**src/rtl/ca_prng.sv**
```systemverilog
// ca_prng: circular one-dimensional cellular-automaton PRNG feeding a serial output shift register.
// Optional feature macro: CA_PRNG_RULE_WR_EN (rule register writable at addr 1; otherwise the rule is RULE_INIT).
module ca_prng #(
   parameter int unsigned      WIDTH     = 15,
   parameter int unsigned      OUT_W     = 8,
   parameter int unsigned      TAP       = 7,
   parameter logic [7:0]       RULE_INIT = 8'd30,
   parameter logic [WIDTH-1:0] SEED      = WIDTH'({7'h01, 8'h77}),
   parameter logic [OUT_W-1:0] Z_INIT    = OUT_W'(8'h77)
) (
   input  logic             clk,
   input  logic             rst,
   input  logic [7:0]       addr,
   input  logic             write_en,
   input  logic [7:0]       din,
   input  logic             rd_en,
   output logic [OUT_W-1:0] dout,
   output logic             dout_valid
);

   localparam int unsigned      CNT_W   = $clog2(OUT_W + 1);
   localparam logic [CNT_W-1:0] CNT_MAX = CNT_W'(OUT_W);
   localparam logic [CNT_W-1:0] CNT_ONE = CNT_W'(1'b1);

   // Applies the Wolfram rule to every cell; neighbours wrap around the ring.
   function automatic logic [WIDTH-1:0] ca_step(input logic [WIDTH-1:0] cells,
                                                input logic [7:0]       rule);
      logic [WIDTH-1:0] left_v;
      logic [WIDTH-1:0] right_v;
      logic [WIDTH-1:0] result;
      left_v  = {cells[WIDTH-2:0], cells[WIDTH-1]};
      right_v = {cells[0], cells[WIDTH-1:1]};
      result  = {WIDTH{1'b0}};
      for (int i = 0; i < WIDTH; i++) begin
         result[i] = rule[{left_v[i], cells[i], right_v[i]}];
      end
      return result;
   endfunction

   logic [WIDTH-1:0] q_r;
   logic [OUT_W-1:0] z_r;
   logic             run_r;
   logic             step_r;
   logic [CNT_W-1:0] cnt_r;
   logic             valid_r;
   logic [7:0]       rule_s;

   logic             seed_wr_s;
   logic             ctrl_wr_s;
   logic             adv_s;
   logic             lock_s;
   logic [WIDTH-1:0] nxt_s;
   logic [OUT_W:0]   zcat_s;
   logic [WIDTH-1:0] q_nxt_s;
   logic [OUT_W-1:0] z_nxt_s;
   logic [CNT_W-1:0] cnt_nxt_s;
   logic             run_nxt_s;
   logic             step_nxt_s;
   logic             valid_nxt_s;

`ifdef CA_PRNG_RULE_WR_EN
   logic       rule_wr_s;
   logic [7:0] rule_r;

   // Rule register; a new rule is used from the next advance onward.
   always_ff @(posedge clk) begin
      if (rst) begin
         rule_r <= RULE_INIT;
      end else if (rule_wr_s) begin
         rule_r <= din;
      end else begin
         rule_r <= rule_r;
      end
   end

   assign rule_s = rule_r;
`else
   assign rule_s = RULE_INIT;
`endif

   // Register-select decode of the write strobe.
   always_comb begin
      seed_wr_s = 1'b0;
      ctrl_wr_s = 1'b0;
`ifdef CA_PRNG_RULE_WR_EN
      rule_wr_s = 1'b0;
`endif
      case (addr)
         8'd0:    seed_wr_s = write_en;
`ifdef CA_PRNG_RULE_WR_EN
         8'd1:    rule_wr_s = write_en;
`endif
         8'd2:    ctrl_wr_s = write_en;
         default: seed_wr_s = 1'b0;
      endcase
   end

   assign adv_s  = run_r | step_r;
   assign lock_s = (q_r == {WIDTH{1'b0}});
   assign nxt_s  = ca_step(q_r, rule_s);
   assign zcat_s = {z_r, nxt_s[TAP]};

   // Next-state for automaton, shift register and fresh counter.
   // Seed write outranks lock-up reload, which outranks a normal advance.
   always_comb begin
      q_nxt_s   = q_r;
      z_nxt_s   = z_r;
      cnt_nxt_s = cnt_r;
      if (seed_wr_s) begin
         q_nxt_s   = {SEED[WIDTH-1:8], din};
         cnt_nxt_s = {CNT_W{1'b0}};
      end else if (adv_s) begin
         z_nxt_s = zcat_s[OUT_W-1:0];
         if (lock_s) begin
            q_nxt_s = SEED;
         end else begin
            q_nxt_s = nxt_s;
         end
         if (rd_en) begin
            cnt_nxt_s = CNT_ONE;
         end else if (cnt_r == CNT_MAX) begin
            cnt_nxt_s = cnt_r;
         end else begin
            cnt_nxt_s = cnt_r + CNT_ONE;
         end
      end else if (rd_en) begin
         cnt_nxt_s = {CNT_W{1'b0}};
      end else begin
         cnt_nxt_s = cnt_r;
      end
   end

   // Control register: run persists, step is a one-cycle pulse.
   always_comb begin
      run_nxt_s  = run_r;
      step_nxt_s = 1'b0;
      if (ctrl_wr_s) begin
         run_nxt_s  = din[0];
         step_nxt_s = din[1];
      end else begin
         run_nxt_s  = run_r;
         step_nxt_s = 1'b0;
      end
   end

   assign valid_nxt_s = (cnt_nxt_s == CNT_MAX);

   // State registers; dout_valid is registered alongside the counter it mirrors.
   always_ff @(posedge clk) begin
      if (rst) begin
         q_r     <= SEED;
         z_r     <= Z_INIT;
         run_r   <= 1'b1;
         step_r  <= 1'b0;
         cnt_r   <= {CNT_W{1'b0}};
         valid_r <= 1'b0;
      end else begin
         q_r     <= q_nxt_s;
         z_r     <= z_nxt_s;
         run_r   <= run_nxt_s;
         step_r  <= step_nxt_s;
         cnt_r   <= cnt_nxt_s;
         valid_r <= valid_nxt_s;
      end
   end

   assign dout       = z_r;
   assign dout_valid = valid_r;

endmodule

```
**config.mk**
```make
export PLATFORM = sky130hd
export DESIGN_NAME = ca_prng
export DESIGN_NICKNAME = d
export VERILOG_FILES = /design/src/rtl/ca_prng.sv
export SDC_FILE = /design/constraint.sdc
export NUM_CORES = 1
export LEC_CHECK = 0
export CELL_PAD_IN_SITES_DETAIL_PLACEMENT = 0
export CELL_PAD_IN_SITES_GLOBAL_PLACEMENT = 1
export CORE_UTILIZATION = 41
export CTS_BUF_LIST = sky130_fd_sc_hd__clkbuf_2
export CTS_CLUSTER_SIZE = 10
export DETAILED_ROUTE_END_ITERATION = 12
export PLACE_DENSITY_LB_ADDON = 0.12
export SLEW_MARGIN = 10
export SYNTH_ARGS = -nofsm -noshare
export SYNTH_HDL_FRONTEND = slang
export SYNTH_SLANG_ARGS = --single-unit
```
**constraint.sdc**
```tcl
create_clock -name clk -period 2.6 [get_ports clk]
set_input_delay 0.52 -clock clk [delete_from_list [all_inputs] [get_ports clk]]
set_output_delay 0.52 -clock clk [all_outputs]
set_load 0.005 [all_outputs]
```
# Yosys cells after proc, flatten, opt, wreduce, memory -nomap -nowiden

Memory sizes are Yosys's and may differ from the RTL's. A register that Yosys moved wholly into a read port is not among the register bits.
Index checks and enable logic that the tools add are counted.

Word-level logic and storage cells: 97
Memory bits (writable): 0
Flip-flop bits (word level): 30
Latch bits: 0
Output and inout port bits: 9
Memories kept: 15
Bits in read-only memories: 120

Shift operators: 0
Div/mod/pow operators: 0
Multiplexer cells: 47
Reductions and logical operators: 6
Eq/ne operators: 3
Add/sub/neg operators: 1
$lt $le $gt $ge: 15
Multipliers: 0
Bitwise operators: 3

Memory list:

| memory           | depth | bits a word | rd ports | clocked after memory_dff | wr ports | line | RTL |
|---|---|---|---|---|---|---|---|
| (name not given) | 8     | 1           | 1        | 0                        | 0        | 35   | `result[i] = rule[{left_v[i], cells[i], right_v[i]}];` |
| (name not given) | 8     | 1           | 1        | 1                        | 0        | 35   |  |
| (name not given) | 8     | 1           | 1        | 1                        | 0        | 35   |  |
| (name not given) | 8     | 1           | 1        | 1                        | 0        | 35   |  |
| (name not given) | 8     | 1           | 1        | 1                        | 0        | 35   |  |
| (name not given) | 8     | 1           | 1        | 1                        | 0        | 35   |  |
| 9 more memories  | -     | -           | -        | -                        | -        | -    |  |

Operators with widths:

| operator                                           | number |
|---|---|
| 2-to-1 mux 3 bit                                   | 22 |
| < comparator 3 x 4 -> 1 bit, second input constant | 15 |
| 2-to-1 mux 4 bit                                   | 5 |
| 2-to-1 mux 1 bit                                   | 17 |
| 2-to-1 mux 8 bit                                   | 2 |
| zero test 15 bit                                   | 1 |
| 2-to-1 mux 15 bit                                  | 1 |
| == test 4 bit, second input constant               | 2 |
| == test 8 x 2 -> 1 bit, second input constant      | 1 |
| zero test 8 bit                                    | 1 |
| adder 4 x 1 -> 4 bit, second input constant        | 1 |
| OR reduction 2 bit                                 | 2 |
| NOT 1 bit                                          | 2 |
| AND reduction 2 bit                                | 1 |
| nonzero test 2 bit                                 | 1 |
| OR 1 bit                                           | 1 |

# Depth between registers and ports, before layout

Depth in word-level cells: 7
Depth in mapped cells: 8
Depth with buffers taken out: 8

# Least setup slack after synthesis

Ideal clock, no wire load.

Path type: in2reg
From: input addr[0]
To: register, netlist name nxt_s[1]
Arrival: 2.016 ns
Stages on the path: 7
Data required time: 2.480 ns
Setup time: 0.120 ns
Slack: 0.464 ns
Buffers on the path: 1
Path through: or4_1 -> nor3_4 -> nor2_2 -> buf_6 -> a21oi_2 -> o211ai_2 -> xnor2_1

RTL lines:

| element            | line | RTL |
|---|---|---|
| start: declaration | 13   | `input logic [7:0] addr,` |

==> summary.md <==
| Metric | Value |
|---|---|
| FILL cells | `412` |
| # port buffers | `28` |
| Final Hold Fails | `0` |
| Residual DRC count | `0` |
| CTS tree | `built` |
| GR Overflow Total | `0` |
| Synthesized Nets | `221` |
| Die Height | `68.36 µm` |
| Vias | `1,523` |
| Yosys top cell area share | `45.46%` |
| Initial antenna violation count | `0` |
| CP required | `2.91 ns` |
| # rows | `23` |
| Max-Cap Viols | `0` |
| Most used DFF post-synth | `dfxtp_1` |
| Largest net degree at the start of global routing | `22` |
| WHS Endpoint | `dout[5]` |
| Setup crit start kind | `flop` |
| Post-layout util | `53.27%` |
| Post-Syn Area | `1805 µm²` |
| Hold Path Cell Cnt | `1` |
| Clock tree buffer depth | `2` |
| Non-filler instance count after layout | `280` |
| FF-to-FF setup slack | `0.46 ns` |
| Slew @ Worst Pin | `0.6288 ns` |
| Die X | `68.36 µm` |
| Dominant cell type by area after synthesis | `dfxtp_1` |
| Critical path class | `flop to flop` |
| Dominant cells by area after synthesis | `dfxtp_1 45%, nor2_1 5.4%, xnor2_1 4.9%, a211o_1 2.9%, a21oi_1 2.8%` |
| R2r worst-path depth | `7` |
| Final period util | `82.17%` |
| Max-slew violations | `0` |
| 1st-iter DRT viols | `62` |
| Rel. slew slack | `58.04%` |
| First-pass GRT wire length | `6803 µm` |
| Setup repair after global routing missed its margin | `false` |
| Sequential cell area | `820.8 µm²` |
| Hold Startpoint | `dout[4]` |
| Placed cell count | `273` |
| Final setup violation count | `0` |
| Ys async rst share | `0%` |
| Most frequent cells in the layout | `41 x dfxtp_1, 28 x clkdlybuf4s50_1, 26 x nor2_1, 12 x nand2_1` |
| Outcome | `complete, no violations` |
| Worst skew pair latency | `0.38 ns` |
| RR Endpoint | `nxt_s[1]` |
| Number of synthesized flops with an enable pin | `0` |
| Final WL | `3871 µm` |
| Post-layout nets | `252` |
| Placer Congestion | `0.8245` |
| DRT Pass-1 Iters | `4` |
| # IOs | `29` |
| CTS buffer count | `5` |
| FMAX | `468.1 MHz` |
| Setup TNS | `0 ns` |
| Max VDD drop | `0.3285 mV` |
| Arrival time at the worst endpoint | `2.44 ns` |
| Clock skew | `0.01693 ns` |
| Post-Syn Instances | `199` |
| Die ar. | `4673 µm²` |
| Dpl cell area | `2156 µm²` |
| Lkg Pwr | `0.8430 nW` |
| # resized after CTS | `0` |
| Pwr Density | `703.5 nW/µm²` |
| DP Wirelength | `2821 µm` |
| Commonest non-fill, non-tap cell in the layout | `dfxtp_1` |
| GRT Overall Usage | `19.91%` |
| FF+latch count, synth | `41` |
| Clk root buf | `clkbuf_2` |
| Hold Path Class | `flop to flop` |
| Min Tclk post-route | `2.136 ns` |
| CP endpoint kind | `flop` |
| Post-synthesis cell type count | `44` |
| Synthesis Warnings | `0` |
| Setup bufs post-CTS | `0` |
| Initial Util | `43.87%` |
| Vias per inst | `5.439` |
| Share of cells above drive strength 1 | `9.565%` |
| CTS Hold Buffers Added | `0` |
| Sequential fraction of the synthesis area | `45.46%` |
| R2r startpoint | `q_r[10]` |
| Worst setup margin | `0.4636 ns` |
| Multi-input logic area | `915.9 µm²` |
| Area delta synth->final | `21.41%` |
| Number of diodes | `0` |
| Core area | `4115 µm²` |
| H-tree Lvls | `2` |
| Routed Antenna Nets | `0` |
| Syn Area/Cell | `9.073 µm²` |
| Clk slew on worst S/H paths | `0.20 ns` |
| Pre-CTS setup slack | `0.03573 ns` |
| Avg WL per Cell | `13.83 µm` |
| CTS Sinks | `41` |
| CP max FO | `7` |
| Final instance area | `2192 µm²` |
| Number of global-route vias before repair | `1,505` |
==> sequential cells by signal, summed over array words and instances (netlist names) <==
register    flops
q_r            15
dout_valid      1
dout            8
step_r          1
nxt_s          11
cnt_r           4
run_r           1
==> kinds of logic (layout without fill, tap and decap cells) <==
group	after synthesis	in the layout	synth area share (%)
AOI/OAI and AO/OA	45	45	17.53
xor gates and xnor gates	13	13	6.306
adders and majority gates	2	2	1.386
buffers and inverters	14	45	3.812
DFF	41	41	45.46
muxes	5	5	2.772
and+or+nand+nor	79	79	22.73
==> stage by stage <==
step	hold WS [ns]	power, mW
after floorplan	0.4509	1.169
after global placement	0.4632	1.285
after detailed placement	0.4747	1.300
after CTS	0.5009	1.557
after global routing	0.5259	1.661
final	0.4962	1.542
==> where the power goes <==
group | total, mW | leakage, nW | internal [mW] | switching [mW]
combinational | 0.423 | 0.480 | 0.227 | 0.196
clock | 0.256 | 0.0225 | 0.0580 | 0.198
sequential | 0.864 | 0.341 | 0.780 | 0.0838
total | 1.54 | 0.843 | 1.07 | 0.477
==> cell usage after synthesis, types with 5 or more instances <==
cell and number:
dfxtp_1 41, nor2_1 26, nand2_1 12, a21oi_1 10, xnor2_1 10, nor2b_1 7
nor4_1 7, a211o_1 6, nand3_1 6, clkbuf_1 5, mux2i_1 5, nor3_1 5
==> metal layers <==
| metal | part of all wire (%) | wire, µm | up-vias | global-route usage (%) |
|---|---|---|---|---|
| met3 | 3.4 | 130 | 5 | 5.000 |
| met4 | 1.4 | 53 | 0 | 7.031 |
| met2 | 47 | 1801 | 26 | 32.60 |
| met1 | 49 | 1887 | 718 | 25.10 |
| met5 | 0 | 0 | - | 0 |
| li1 | - | - | 774 | - |
==> how the worst max path moves through the flow <==
stage,from,cells past startpoint,end
floorplan,addr[0],7,nxt_s[1]
global placement,addr[4],8,nxt_s[12]
detailed placement,addr[4],8,nxt_s[12]
CTS,q_r[7],7,nxt_s[1]
global route,q_r[7],7,nxt_s[5]
finish,q_r[10],7,nxt_s[1]
==> critical path: stages, from the launching register on <==
cell       delay, ns
dfxtp_1         0.35
nor4_1          0.37
nand4_1         0.37
buf_4           0.29
o2bb2ai_1       0.12
o21ai_1         0.30
nor2_1          0.11
xnor2_1         0.13
==> area by class of cell <==
| class | count | share of cell area, % |
|---|---|---|
| Clock inverter | 2 | 0.5137 |
| Clock buffer | 5 | 1.142 |
| Multi-Input combinational cell | 144 | 41.78 |
| Timing Repair Buffer | 35 | 15.75 |
| Inverter | 3 | 0.5137 |
| Tap cell | 50 | 2.854 |
| Sequential cell | 41 | 37.44 |
Power figures use the tool's default switching activity.
